$ cat src/rtl/lock_range_sweeper.sv
// lock_range_sweeper
// Sequencer for ADPLL lock-range characterisation. It steps the PhaseAccum k value
// across a programmed range and waits a settle time at each point. It then
// qualifies the RingADPLL phase error over a measurement window and records the
// lowest and highest k at which the loop locked.
//
// Build option: ADPLL_STEP_RESET_EN
//   defined   - the ADPLL is held in reset for RST_CYCLES at the start of every
//               point, so each point is a fresh acquisition (pull-in range).
//   undefined - no per-point reset, adpll_rst_o is tied low and the loop tracks
//               across steps (hold-in range).
module lock_range_sweeper #(
  parameter int ACCUM_WIDTH   = 12,
  parameter int ERR_WIDTH     = 8,
  parameter int SETTLE_CYCLES = 65536,
  parameter int MEAS_CYCLES   = 4096,
  parameter int LOCK_THRESH   = 2,
  parameter int RST_CYCLES    = 16
) (
  input  logic                        fpga_clk_i,
  input  logic                        rst_n_i,
  input  logic                        start_i,
  input  logic                        abort_i,
  input  logic [ACCUM_WIDTH-1:0]      k_start_i,
  input  logic [ACCUM_WIDTH-1:0]      k_end_i,
  input  logic [ACCUM_WIDTH-1:0]      k_step_i,
  input  logic signed [ERR_WIDTH-1:0] error_i,
  output logic [ACCUM_WIDTH-1:0]      k_val_o,
  output logic                        adpll_rst_o,
  output logic                        busy_o,
  output logic                        done_o,
  output logic                        locked_o,
  output logic                        lock_found_o,
  output logic [ACCUM_WIDTH-1:0]      lock_lo_o,
  output logic [ACCUM_WIDTH-1:0]      lock_hi_o
);

  // One shared phase counter serves PRST, SETTLE and MEAS, so it is sized for
  // the longest of the three phases.
  localparam int MaxSetMeas = (SETTLE_CYCLES > MEAS_CYCLES) ? SETTLE_CYCLES : MEAS_CYCLES;
  localparam int MaxCycles  = (MaxSetMeas > RST_CYCLES) ? MaxSetMeas : RST_CYCLES;
  localparam int CntW       = $clog2(MaxCycles + 1);

  localparam logic [CntW-1:0] SettleLast = CntW'(SETTLE_CYCLES - 1);
  localparam logic [CntW-1:0] MeasLast   = CntW'(MEAS_CYCLES - 1);
`ifdef ADPLL_STEP_RESET_EN
  localparam logic [CntW-1:0] RstLast    = CntW'(RST_CYCLES - 1);
`endif

  // Most negative error code and the largest positive magnitude it saturates to.
  localparam logic [ERR_WIDTH-1:0] ErrMin    = {1'b1, {(ERR_WIDTH-1){1'b0}}};
  localparam logic [ERR_WIDTH-1:0] ErrMaxPos = {1'b0, {(ERR_WIDTH-1){1'b1}}};

  typedef enum logic [2:0] {
    IDLE,
    PRST,
    SETTLE,
    MEAS,
    STEP,
    DONE
  } state_t;

  state_t                 state_q;
  logic [ACCUM_WIDTH-1:0] kVal_q;
  logic [ACCUM_WIDTH-1:0] kEnd_q;
  logic [ACCUM_WIDTH-1:0] kStep_q;
  logic [CntW-1:0]        cnt_q;
  logic                   winOk_q;
  logic                   busy_q;
  logic                   done_q;
  logic                   locked_q;
  logic                   lockFound_q;
  logic [ACCUM_WIDTH-1:0] lockLo_q;
  logic [ACCUM_WIDTH-1:0] lockHi_q;
`ifdef ADPLL_STEP_RESET_EN
  logic                   adpllRst_q;
`endif

  logic [ERR_WIDTH-1:0]   errMag;
  logic                   sampleOk;
  logic [ACCUM_WIDTH:0]   kNext_d;
  logic                   stepPastEnd;
  logic                   windowLocked;

  // Magnitude of the signed phase error; the most negative code has no positive
  // twin, so it saturates to the largest positive value instead of wrapping.
  always_comb begin
    errMag = error_i;
    if (error_i == ErrMin) begin
      errMag = ErrMaxPos;
    end else if (error_i[ERR_WIDTH-1]) begin
      errMag = -error_i;
    end
  end

  // Per-sample lock test and the extra-bit next-k sum used to catch both the
  // range end and a carry out of the k register.
  always_comb begin
    sampleOk     = (errMag <= ERR_WIDTH'(LOCK_THRESH));
    windowLocked = winOk_q && sampleOk;
    kNext_d      = {1'b0, kVal_q} + {1'b0, kStep_q};
    stepPastEnd  = kNext_d[ACCUM_WIDTH] || (kNext_d[ACCUM_WIDTH-1:0] > kEnd_q);
  end

  // Sweep sequencer: single registered FSM owning k, the phase counter and all results.
  always_ff @(posedge fpga_clk_i) begin
    if (!rst_n_i) begin
      state_q     <= IDLE;
      kVal_q      <= '0;
      kEnd_q      <= '0;
      kStep_q     <= '0;
      cnt_q       <= '0;
      winOk_q     <= 1'b0;
      busy_q      <= 1'b0;
      done_q      <= 1'b0;
      locked_q    <= 1'b0;
      lockFound_q <= 1'b0;
      lockLo_q    <= '0;
      lockHi_q    <= '0;
`ifdef ADPLL_STEP_RESET_EN
      adpllRst_q  <= 1'b0;
`endif
    end else begin
      done_q <= 1'b0;
      if (abort_i && (state_q == PRST || state_q == SETTLE ||
                      state_q == MEAS || state_q == STEP)) begin
        // Abort drops any partial window; locked_o keeps the last full result.
        state_q <= DONE;
        done_q  <= 1'b1;
        busy_q  <= 1'b0;
        cnt_q   <= '0;
`ifdef ADPLL_STEP_RESET_EN
        adpllRst_q <= 1'b0;
`endif
      end else begin
        case (state_q)
          IDLE: begin
            if (start_i && !abort_i) begin
              kVal_q      <= k_start_i;
              kEnd_q      <= k_end_i;
              kStep_q     <= (k_step_i == '0) ? ACCUM_WIDTH'(1) : k_step_i;
              lockFound_q <= 1'b0;
              lockLo_q    <= '0;
              lockHi_q    <= '0;
              locked_q    <= 1'b0;
              busy_q      <= 1'b1;
              cnt_q       <= '0;
`ifdef ADPLL_STEP_RESET_EN
              adpllRst_q  <= 1'b1;
              state_q     <= PRST;
`else
              state_q     <= SETTLE;
`endif
            end
          end

`ifdef ADPLL_STEP_RESET_EN
          PRST: begin
            if (cnt_q == RstLast) begin
              cnt_q      <= '0;
              adpllRst_q <= 1'b0;
              state_q    <= SETTLE;
            end else begin
              cnt_q <= cnt_q + 1'b1;
            end
          end
`else
          PRST: begin
            busy_q  <= 1'b0;
            state_q <= IDLE;
          end
`endif

          SETTLE: begin
            if (cnt_q == SettleLast) begin
              cnt_q   <= '0;
              winOk_q <= 1'b1;
              state_q <= MEAS;
            end else begin
              cnt_q <= cnt_q + 1'b1;
            end
          end

          MEAS: begin
            if (!sampleOk) begin
              winOk_q <= 1'b0;
            end
            if (cnt_q == MeasLast) begin
              cnt_q    <= '0;
              locked_q <= windowLocked;
              state_q  <= STEP;
              if (windowLocked) begin
                lockFound_q <= 1'b1;
                lockHi_q    <= kVal_q;
                if (!lockFound_q) begin
                  lockLo_q <= kVal_q;
                end
              end
            end else begin
              cnt_q <= cnt_q + 1'b1;
            end
          end

          STEP: begin
            if (stepPastEnd) begin
              state_q <= DONE;
              done_q  <= 1'b1;
              busy_q  <= 1'b0;
            end else begin
              kVal_q <= kNext_d[ACCUM_WIDTH-1:0];
              cnt_q  <= '0;
`ifdef ADPLL_STEP_RESET_EN
              adpllRst_q <= 1'b1;
              state_q    <= PRST;
`else
              state_q    <= SETTLE;
`endif
            end
          end

          DONE: begin
            state_q <= IDLE;
          end

          default: begin
            busy_q  <= 1'b0;
            state_q <= IDLE;
          end
        endcase
      end
    end
  end

  assign k_val_o      = kVal_q;
  assign busy_o       = busy_q;
  assign done_o       = done_q;
  assign locked_o     = locked_q;
  assign lock_found_o = lockFound_q;
  assign lock_lo_o    = lockLo_q;
  assign lock_hi_o    = lockHi_q;
`ifdef ADPLL_STEP_RESET_EN
  assign adpll_rst_o  = adpllRst_q;
`else
  assign adpll_rst_o  = 1'b0;
`endif

endmodule
$ cat config.mk
export PLATFORM = sky130hd
export DESIGN_NAME = lock_range_sweeper
export DESIGN_NICKNAME = d
export VERILOG_FILES = /design/src/rtl/lock_range_sweeper.sv
export SDC_FILE = /design/constraint.sdc
export NUM_CORES = 1
export LEC_CHECK = 0
export CORE_MARGIN = 3
export CORE_UTILIZATION = 55
export DETAILED_ROUTE_END_ITERATION = 6
export DONT_BUFFER_PORTS = 1
export GPL_TIMING_DRIVEN = 0
export PLACE_DENSITY_LB_ADDON = 0.25
export SLEW_MARGIN = 20
export SYNTH_ARGS = -nofsm -noshare
export SYNTH_HDL_FRONTEND = slang
export SYNTH_SLANG_ARGS = --single-unit
$ cat constraint.sdc
create_clock -name fpga_clk_i -period 3.8 [get_ports fpga_clk_i]
set_input_delay 0.57 -clock fpga_clk_i [delete_from_list [all_inputs] [get_ports fpga_clk_i]]
set_output_delay 0.57 -clock fpga_clk_i [all_outputs]
set_load 0.1 [all_outputs]
# Yosys cells after proc, flatten, opt, wreduce, memory -nomap -nowiden

Index checks and enable logic that the tools add are counted.

Register bits: 85
Bits of input ports: 48
Output and inout bits: 41
Logic and storage cells: 106

$add $sub $neg: 3
Order comparisons: 2
Equal/unequal tests: 19
Muxes and demuxes: 40
Bitwise logic cells: 3
Reductions and logical operators: 26

Operators by type and width:

| cell                    | count |
|---|---|
| $mux W12                | 9 |
| $pmux W12 S2            | 3 |
| $mux W17                | 4 |
| $pmux W17 S4            | 1 |
| $add A17 B1 Y17 const B | 1 |
| $eq A17 B12 Y1 const B  | 1 |
| $eq A17 B16 Y1 const B  | 1 |
| $mux W8                 | 2 |
| $mux W3                 | 5 |
| $reduce_and A3 Y1       | 5 |
| $add A12 B12 Y13        | 1 |
| $gt A12 B12 Y1          | 1 |
| $logic_not A12 Y1       | 1 |
| $ne A2 B2 Y1 const B    | 6 |
| $pmux W3 S4             | 1 |
| $reduce_and A4 Y1       | 3 |
| $mux W1                 | 11 |
| $eq A8 B8 Y1 const B    | 1 |
| $le A8 B2 Y1 const B    | 1 |
| $neg A8 Y8              | 1 |
| $eq A3 B2 Y1 const B    | 2 |
| $eq A3 B3 Y1 const B    | 2 |
| $ne A3 B1 Y1 const B    | 2 |
| $pmux W1 S2             | 3 |
| 15 further kinds        | 25 |

# Longest topological paths before layout

Gate-level depths: netlist (run 1).

Word-level depth: 8
Depth in mapped cells: 16
Mapped depth without buffers: 15

# Worst setup path after synthesis (run 1)

Ideal clock, no wire load.

Kind: register -> register
Start: register kVal_q[1], in the netlist k_val_o[1]
End: register kVal_q[7], in the netlist k_val_o[7]
Setup time: 0.089 ns
Data arrival time: 3.934 ns
Required time: 3.711 ns
Setup slack: -0.223 ns
Stages on the path, launching flop included: 15
Buffers on the path: 1
Period minus slack after synthesis: 4.023 ns
Cell sequence: dfxtp_1 ha_1 a211oi_1 o21ai_0 a31oi_1 o21ai_0 a21oi_1 xnor2_1 ha_1 a21oi_1 o21ai_0 o31ai_1 clkbuf_1 a211oi_1 a311oi_2

Cells in the longest elaborated chain, start to end: 5
Elaborated cells between the ends (all ways): 7
Classes of those cells: 1 x add/sub; 1 x order compare; 1 x eq/ne; 2 x mux; 2 x reduce/logical

RTL lines:

| item                               | RTL line | source |
|---|---|---|
| from (decl)                        | 64       | `logic [ACCUM_WIDTH-1:0] kVal_q;` |
| from (signal assigned)             | 139      | `kVal_q <= k_start_i;` |
| from (signal assigned)             | 210      | `kVal_q <= kNext_d[ACCUM_WIDTH-1:0];` |
| $add A12 B12 Y13 (*)               | 101      | `kNext_d = {1'b0, kVal_q} + {1'b0, kStep_q};` |
| $gt A12 B12 Y1                     | 102      | `stepPastEnd = kNext_d[ACCUM_WIDTH] \|\| (kNext_d[ACCUM_WIDTH-1:0] > kEnd_q);` |
| $logic_or A1 B1 Y1                 | 102      |  |
| $ne A2 B2 Y1 (no source line)      | n/a      |  |
| $reduce_and A4 Y1 (no source line) | n/a      |  |

Every way passes the cells marked *; elsewhere a longest branch is shown, timed or not. The select of a mux whose other input is x is not followed.
A chain may end at the register's enable or synchronous reset.

# Final worst setup path (run 1)

Start: register kVal_q[1], in the netlist k_val_o[1]
End: register kVal_q[2], in the netlist k_val_o[2]

Same word-level chain as after synthesis.

==> impl_metrics.yaml, run 1 <==
timing:
  tightest_slew_ps: 1170
  fmax_mhz: 267
  slew_violations: 0
  fin_crit_ps: 3750
  maxSlewHeadroom_pct: 22.0
  fin_crit_sh_pct: 98.7
  hold_violations: 0
  finalClockSkew_ps: 14.9
  setup_viol_count_final: 0
detailed_routing:
  drt-initial-drc-count: 427
  drt_drc_violations_left: 0
  ant_nets: 0
  vias_per_cell: 6.34
  wl_met2_microns: 6270
  top_layer: "met4"
  routed-wl-met3_microns: 1170
  num_vias: 4557
  drt-met1-wl_microns: 5690
  wl_microns: 13300
  first_pass_iters: 5
  route.detailed.wl_per_inst_microns: 18.5
floorplan:
  die_w_microns: 99.9
  start_util_pct: 57.8
  die_height_microns: 99.9
  die_area_sq_um: 9980
  placeableCoreArea_sq_um: 8380
  num_rows: 33
  io-pin-count: 89
synth:
  synthesis.nets: 667
  synth-seq-cells: 85
  synth.distinct_cells: 72
  ys.flop_type: "dfxtp_1"
  syn_area_sq_um: 4850
  yosys_warnings: 0
  avgSynthCellArea_sq_um: 8.22
  synth_top_area_share_pct: 35.1
  synth_edf_count: 0
  yosys-top-cells-area: "dfxtp_1 35%, nand2_1 8.7%, ha_1 7.2%"
  async_flop_share_pct: 0
  synth_seq_area_share_pct: 35.1
  synthesis.instances: 590
  synth_top_area_cell: "dfxtp_1"
pwr:
  p_leak_nw: 2.00
  swShare_pct: 49.1
  clockPowerShare_pct: 16.4
  intPower_w: 0.00211
  p_switching_w: 0.00203
  peakVddDrop_mv: 0.396
  powerDensity_nw_per_um2: 760
  p_comb_share_pct: 46.7
  power_w: 0.00415
  p_seq_share_pct: 36.9
setup_path:
  critical_path_buf_inv_count: 3
  r2r-end: "k_val_o[2]"
  worstSetupStartpoint: "k_val_o[1]"
  path_max_fanout: 10
  rr_worst_depth: 17
  cp-end-kind: "flip-flop"
  crit_path_start_kind: "flip-flop"
  critPathMostFrequentCell: "buf_4"
  r2r_slack_ps: 50
  r2r-start: "k_val_o[1]"
  crit_end: "k_val_o[2]"
  cp_top_family: "compound AO/OA/AOI/OAI gates"
  slowest_stage: "dfxtp_4"
  crit_cells: 17
  path_cells: "ha_4, a211oi_4, o21ai_2, a31oi_1, o21ai_1, a21oi_1, xnor2_1, ha_1, nand2_1, o21a_1, a21oi_2, o31ai_2, buf_4, buf_4, a21o_4, buf_12, a311oi_2"
  worst-endpoint-required_ps: 4060
  cp_data_arrival_time_ps: 4020
  cp_slowest_stage_delay_ps: 610
  crit_type: "reg -> reg"
layout:
  syn_to_final_growth_pct: 12.5
  final_cell_mix: "112 x nand2_1, 74 x dfxtp_1, 59 x a21oi_1, 26 x o21ai_0, 26 x nor2_1"
  antennaDiodeCount: 0
  design_area_sq_um: 5450
  final_common_cell: "nand2_1"
  fillers: 704
  final_nets: 686
  drive_gt1_share_pct: 14.8
run:
  max_cap_viol_count: 0
grt:
  overflow: 0
  grt_pass1_wl_microns: 20600
  grt_max_degree: 17
  grt_pass1_vias: 4200
  antenna_found_initial: 0
  grt_usage_pct: 25.7
clock_tree:
  cts_tree: "built"
  htreeDepth: 3
  cts.sinks: 85
  clkTransAtPathRegs_ps: 100
  clkLatencyLatePin_ps: 360
  clk_path_buf_depth: 2
  numCtsBuffers: 9
  cts-root-buf: "clkbuf_8"
place:
  hpwl_microns: 9790
  gp_congestion: 0.895
  io_buffers: 0
  placed_area_sq_um: 4990
outcome:
  outcome: "finished clean"
min_path:
  hp-class: "in -> reg"
  whs_path_depth: 2
[per-stage QoR]
stage	hold slack, ps	setup TNS [ps]	setup WS [ps]	std cells	utilization, %
floorplan	432	0	31.5	590	-
global placement	446	-12620	-554	695	59.5
detailed placement	450	-14670	-726	695	59.5
CTS	322	0	12.5	712	62.8
global route	334	-1020	-90.2	719	65.1
finish	330	0	48.6	719	65.1
[final cells by class]
class | instances | area, sq um | share of cell area, %
Multi-Input combinational cell | 447 | 3040 | 55.8
Inverter | 25 | 93.8 | 1.72
Timing Repair Buffer | 8 | 60.1 | 1.10
Buffer | 33 | 183 | 3.35
Clock inverter | 7 | 80.1 | 1.47
Tap cell | 105 | 131 | 2.41
Sequential cell | 85 | 1740 | 31.9
Clock buffer | 9 | 124 | 2.27
[power groups by stage]
stage	Combinational, W	Clock [W]	Sequential (W)
after floorplan	0.00123	0	0.00146
after global placement	0.00154	0	0.00152
after detailed placement	0.00160	0	0.00152
after CTS	0.00169	0.000679	0.00151
after global routing	0.00210	0.000723	0.00154
final	0.00194	0.000679	0.00153
[what timing repair did]
action	CTS	global route
hold buffers	0	0
resized for setup	20	24
cloned	0	1
setup endpoints to repair	34	34
pin swaps	2	10
endpoints found under the hold margin	0	0
buffers inserted	1	6
[cell families after synthesis]
kind of cell | after synthesis | share of synthesized area [%]
buffers and inverters | 58 | 5.50
AOI/OAI and AO/OA | 182 | 25.5
DFF | 85 | 35.1
other | 1 | 0.0773
adders and majority gates | 30 | 7.85
and+or+nand+nor | 209 | 21.0
muxes | 17 | 3.51
xor gates and xnor gates | 8 | 1.45
[worst min-delay path by stage]
stage	from	end	slack, ps
4_1_cts	k_end_i[8]	kEnd_q[8]	320
2_1_floorplan	cnt_q[10]	cnt_q[10]	430
3_3_place_gp	kEnd_q[6]	kEnd_q[6]	450
6_report	k_end_i[10]	kEnd_q[10]	330
3_5_place_dp	kEnd_q[4]	kEnd_q[4]	450
5_1_grt	k_step_i[3]	kStep_q[3]	330
[state kept, by name, indices dropped and copies added, names as in the netlist]
register / flops
done_o: 1
busy_o: 1
cnt_q: 17
state_q: 3
lock_found_o: 1
winOk_q: 1
k_val_o: 12
kEnd_q: 12
lock_hi_o: 12
lock_lo_o: 12
locked_o: 1
kStep_q: 12
[synth_stat cells (3+ instances only)]
| library cell | instances |
|---|---|
| nand2_1 | 112 |
| dfxtp_1 | 85 |
| a21oi_1 | 61 |
| o21ai_0 | 29 |
| ha_1 | 28 |
| nor2_1 | 26 |
| inv_1 | 24 |
| clkbuf_1 | 20 |
| mux2i_1 | 17 |
| a211oi_1 | 16 |
| a22o_1 | 12 |
| nor3_1 | 11 |
| a311oi_1 | 10 |
| a31oi_1 | 10 |
| nand3_1 | 10 |
| nor2b_1 | 7 |
| xnor2_1 | 7 |
| nand2b_1 | 6 |
| and3_1 | 5 |
| buf_2 | 5 |
| buf_4 | 5 |
| o21a_1 | 5 |
| o31ai_1 | 5 |
| a221oi_1 | 4 |
| nand4_1 | 4 |
| and2_1 | 3 |
| and4_1 | 3 |
| o211ai_1 | 3 |
| o32ai_1 | 3 |
| or3b_2 | 3 |
[metal layers]
layer / vias to the layer above / global-route usage (%)
li1: 2174 / -
met1: 2152 / 34.7
met2: 215 / 41.8
met3: 16 / 4.59
met4: 0 / 8.09
met5: - / 0
(Power assumes the default switching activity.)
==> run 2, diff against run 1 <==
--- a/config.mk
+++ b/config.mk
@@ -6,7 +6,7 @@
 export NUM_CORES = 1
 export LEC_CHECK = 0
 export CORE_MARGIN = 3
-export CORE_UTILIZATION = 55
+export CORE_UTILIZATION = 40
 export DETAILED_ROUTE_END_ITERATION = 6
 export DONT_BUFFER_PORTS = 1
 export GPL_TIMING_DRIVEN = 0
==> impl_metrics.yaml, run 2 (synthesized netlist as in run 1, its figures left out) <==
grt:
  grt_pass1_wl_microns: 21900
  grt_pass1_vias: 4179
  overflow: 0
  antenna_found_initial: 0
  grt_max_degree: 18
  grt_usage_pct: 20.9
floorplan:
  io-pin-count: 89
  placeableCoreArea_sq_um: 11600
  die_area_sq_um: 13500
  num_rows: 39
  die_height_microns: 116
  die_w_microns: 116
  start_util_pct: 41.7
timing:
  whs_ps: 347
  finalClockSkew_ps: 7.33
  rsz0062_at_grt: "yes"
  hold_violations: 0
  setup_viol_count_final: 0
  slew_violations: 0
  tightest_slew_ps: 1120
  maxSlewHeadroom_pct: 25.3
  fin_crit_sh_pct: 98.4
  postLayoutSetupSlackWorst_ps: 62.4
  fmax_mhz: 268
  fin_crit_ps: 3740
layout:
  final_nets: 689
  syn_to_final_growth_pct: 16.2
  final_common_cell: "nand2_1"
  largest_reg_flops: 17
  top_register: "cnt_q"
  fin_util_pct: 48.5
  antennaDiodeCount: 0
  drive_gt1_share_pct: 15.2
  final_cell_mix: "111 x nand2_1, 74 x dfxtp_1, 58 x a21oi_1, 26 x nor2_1, 25 x o21ai_0"
clock_tree:
  htreeDepth: 3
  clkTransAtPathRegs_ps: 70
  clk_path_buf_depth: 2
  numCtsBuffers: 9
  clkLatencyLatePin_ps: 350
  cts-root-buf: "clkbuf_16"
  cts_tree: "built"
  cts.sinks: 85
pwr:
  swShare_pct: 47.0
  p_leak_nw: 2.05
  clockPowerShare_pct: 21.4
  intPower_w: 0.00232
  p_seq_share_pct: 35.2
  powerDensity_nw_per_um2: 776
  p_switching_w: 0.00205
  p_comb_share_pct: 43.4
  power_w: 0.00437
  peakVddDrop_mv: 0.386
detailed_routing:
  route.detailed.wl_per_inst_microns: 18.3
  wl_microns: 13900
  drt-initial-drc-count: 343
  vias_per_cell: 5.84
  first_pass_iters: 5
  drt_drc_violations_left: 0
  num_vias: 4442
  ant_nets: 0
run:
  max_cap_viol_count: 0
setup_path:
  crit_type: "reg -> reg"
  worstSetupStartpoint: "k_val_o[0]"
  cp-end-kind: "flip-flop"
  cp_data_arrival_time_ps: 3980
  r2r-start: "k_val_o[0]"
  path_max_fanout: 10
  worst-endpoint-required_ps: 4050
  crit_path_start_kind: "flip-flop"
min_path:
  hp-class: "in -> reg"
  min-delay-start: "k_end_i[2]"
outcome:
  outcome: "finished clean"
place:
  hpwl_microns: 10600
  gp_congestion: 0.938
  io_buffers: 0
  pre_cts_ws_ps: -784
==> run 2: path summary, 6_finish.rpt <==
check                to  slack, ps  cells past startpoint
max          k_val_o[4]         60                     18
min           kEnd_q[2]        350                      2
max reg2reg  k_val_o[4]         60                     18
min reg2reg   kEnd_q[4]        460                      2
==> run 2: what timing repair did <==
| item | in CTS | in global routing |
|---|---|---|
| resized for setup | 26 | 18 |
| hold buffers | 0 | 0 |
| setup endpoints to repair | 34 | 34 |
| buffers inserted | 5 | 6 |
| pin swaps | 5 | 13 |
==> run 2: final cells by class <==
cell class              count  area (sq um)
fillers                  1124          5980
clock inverters             7          91.3
multi-input cells         447          3050
clock buffers               9           225
flip-flops and latches     85          1740
inverters                  25          93.8
well taps                 143           179
plain buffers              33           176
repair buffers             11          82.6
==> run 2: critical path, stage by stage, from the launching register on <==
cell and delay, ps:
dfxtp_4 580, ha_4 210, inv_1 50, fa_2 350
nor2b_2 170, o31a_4 190, o2111ai_4 150, nand2_2 120
xor2_2 80, ha_1 330, nand2_1 80, o21a_1 200
a21oi_2 160, o31ai_2 110, buf_4 140, buf_4 120
a21o_4 210, buf_12 140, a311oi_1 220
==> run 2: through the flow <==
stage          area, sq um  TNS (ps)  std cells
5_1_grt               5630     -1500        760
4_1_cts               5480         0        754
2_1_floorplan         4860         0        590
3_5_place_dp          5040    -19160        733
3_3_place_gp          5040    -17860        733
6_report              5630         0        760
==> run 2: power by group through the flow <==
| stage | registers [W] | clock network (W) | logic (W) |
|---|---|---|---|
| finish | 0.00154 | 0.000935 | 0.00190 |
| global route | 0.00156 | 0.000997 | 0.00209 |
| CTS | 0.00153 | 0.000952 | 0.00178 |
| detailed placement | 0.00153 | 0 | 0.00161 |
| global placement | 0.00153 | 0 | 0.00158 |
| floorplan | 0.00146 | 0 | 0.00123 |
==> run 2: per-layer routing <==
layer	vias to the layer above	wire [microns]	global-route usage, %	part of all wire, %
li1	2194	-	-	-
met5	-	0	0	0
met1	2068	6370	28.5	46
met2	154	6220	32.1	45
met3	26	940	4.97	6.8
met4	0	361	8.35	2.6
==> run 3, diff against run 2 <==
==> constraint.sdc (replaced) <==
create_clock -name fpga_clk_i -period 3.8 [get_ports fpga_clk_i]
set_input_delay 0.57 -clock fpga_clk_i [delete_from_list [all_inputs] [get_ports fpga_clk_i]]
set_output_delay 0.57 -clock fpga_clk_i [all_outputs]
set_load 0.02 [all_outputs]
==> impl_metrics.yaml, run 3 (synthesized netlist as in run 1, its figures left out) <==
timing:
  fin_crit_sh_pct: 94.2
  postLayoutSetupSlackWorst_ps: 222
  setup_viol_count_final: 0
  slew_violations: 0
  fin_crit_ps: 3580
  hold_violations: 0
  whs_ps: 345
  tightest_slew_ps: 607
  finalClockSkew_ps: 8.19
  maxSlewHeadroom_pct: 59.3
  rsz0062_at_grt: "no"
  fmax_mhz: 279
pwr:
  peakVddDrop_mv: 0.300
  p_leak_nw: 2.02
  powerDensity_nw_per_um2: 726
  power_w: 0.00397
layout:
  design_area_sq_um: 5470
  largest_reg_flops: 17
  fillers: 1148
  final_cell_mix: "112 x nand2_1, 78 x dfxtp_1, 58 x a21oi_1, 26 x nor2_1, 26 x ha_1"
  top_register: "cnt_q"
  final_nets: 681
  final_common_cell: "nand2_1"
  syn_to_final_growth_pct: 12.8
  antennaDiodeCount: 0
  finalNonFillerCells: 752
  drive_gt1_share_pct: 12.3
floorplan:
  num_rows: 39
  die_area_sq_um: 13500
  start_util_pct: 41.7
  placeableCoreArea_sq_um: 11600
  die_height_microns: 116
  die_w_microns: 116
  io-pin-count: 89
outcome:
  outcome: "finished clean"
place:
  place_inst: 733
  hpwl_microns: 10600
  placed_area_sq_um: 5030
  io_buffers: 0
  pre_cts_ws_ps: -509
  gp_congestion: 0.919
clock_tree:
  cts-root-buf: "clkbuf_16"
  numCtsBuffers: 9
  cts.sinks: 85
  htreeDepth: 3
  cts_hold_buf: 0
  clkTransAtPathRegs_ps: 70
  clk_path_buf_depth: 2
  cts_tree: "built"
  clkLatencyLatePin_ps: 350
setup_path:
  critPathMostFrequentCell: "nand2_1"
  path_cells: "ha_2, nor2b_2, o31a_4, o2111ai_2, nand2_1, xor2_2, ha_1, nand2_1, o21a_1, a21oi_2, o31a_1, o31ai_4, buf_4, a311oi_1"
  cp-end-kind: "flip-flop"
  cp_top_family: "compound AO/OA/AOI/OAI gates"
  slowest_stage: "dfxtp_2"
  critical_path_buf_inv_count: 1
  worst-endpoint-required_ps: 4060
  cp_slowest_stage_delay_ps: 490
  crit_path_start_kind: "flip-flop"
  crit_type: "reg -> reg"
  path_max_fanout: 5
  cp_data_arrival_time_ps: 3840
grt:
  overflow: 0
  grt_pass1_vias: 4075
  grt_pass1_wl_microns: 21600
  antenna_found_initial: 0
  grt_usage_pct: 20.8
  grt_max_degree: 17
min_path:
  hp-class: "in -> reg"
run:
  max_cap_viol_count: 0
detailed_routing:
  num_vias: 4375
  route.detailed.wl_per_inst_microns: 18.4
  vias_per_cell: 5.82
  drt-initial-drc-count: 331
  ant_nets: 0
  drt_drc_violations_left: 0
  first_pass_iters: 5
  wl_microns: 13800
[run 3: cell count changes in the layout (fill, tap and decap cells not counted), moves of 2 or more]
cell      previous run  this run
buf_4               17         8
dfxtp_4              9         3
ha_4                 6         1
dfxtp_1             74        78
ha_1                22        26
a311oi_1             8        10
a311oi_2             3         1
dfxtp_2              2         4
[run 3: layer usage]
layer	routed length, microns	part of all wire, %	up-vias	GRT usage, %
met5	0	0	-	0
met4	321	2.3	0	9.28
met3	934	6.8	22	5.08
met2	6200	45	141	31.3
met1	6380	46	2045	28.3
li1	-	-	2167	-
[run 3: final cells by class]
class | instances | area (sq um) | share of cell area [%]
timing repair buffer | 3 | 22.5 | 0.412
clock buffer | 9 | 225 | 4.12
sequential | 85 | 1720 | 31.4
multi-input combinational | 447 | 2950 | 54.0
inverter | 25 | 93.8 | 1.72
tap | 143 | 179 | 3.27
buffer | 33 | 176 | 3.23
clock inverter | 7 | 104 | 1.90
[run 3: report_power, final]
group	internal [W]	switching (W)	total, W	leakage (nW)
combinational	0.000681	0.00110	0.00178	1.17
clock	0.000585	0.000397	0.000982	0.155
sequential	0.00101	0.000204	0.00121	0.693
total	0.00227	0.00170	0.00397	2.02
[run 3: worst paths after layout]
| path | startpoint | end | slack (ps) | cells past startpoint |
|---|---|---|---|---|
| min reg2reg | kEnd_q[11] | kEnd_q[11] | 460 | 2 |
| max | k_val_o[2] | cnt_q[13] | 220 | 14 |
| max reg2reg | k_val_o[2] | cnt_q[13] | 220 | 14 |
| min | k_step_i[3] | kStep_q[3] | 350 | 2 |
[run 3: repair_timing]
action,CTS,global route
resized for setup,12,19
setup buffers,3,0
pin swaps,1,6
endpoints found under the setup margin,34,34
endpoints found under the hold margin,0,0
[run 3: metrics by stage]
stage          setup TNS, ps  utilization, %
2_1_floorplan              0               -
3_3_place_gp          -10840            43.3
3_5_place_dp          -10520            43.3
4_1_cts                    0            46.5
5_1_grt                    0            47.1
6_report                   0            47.1
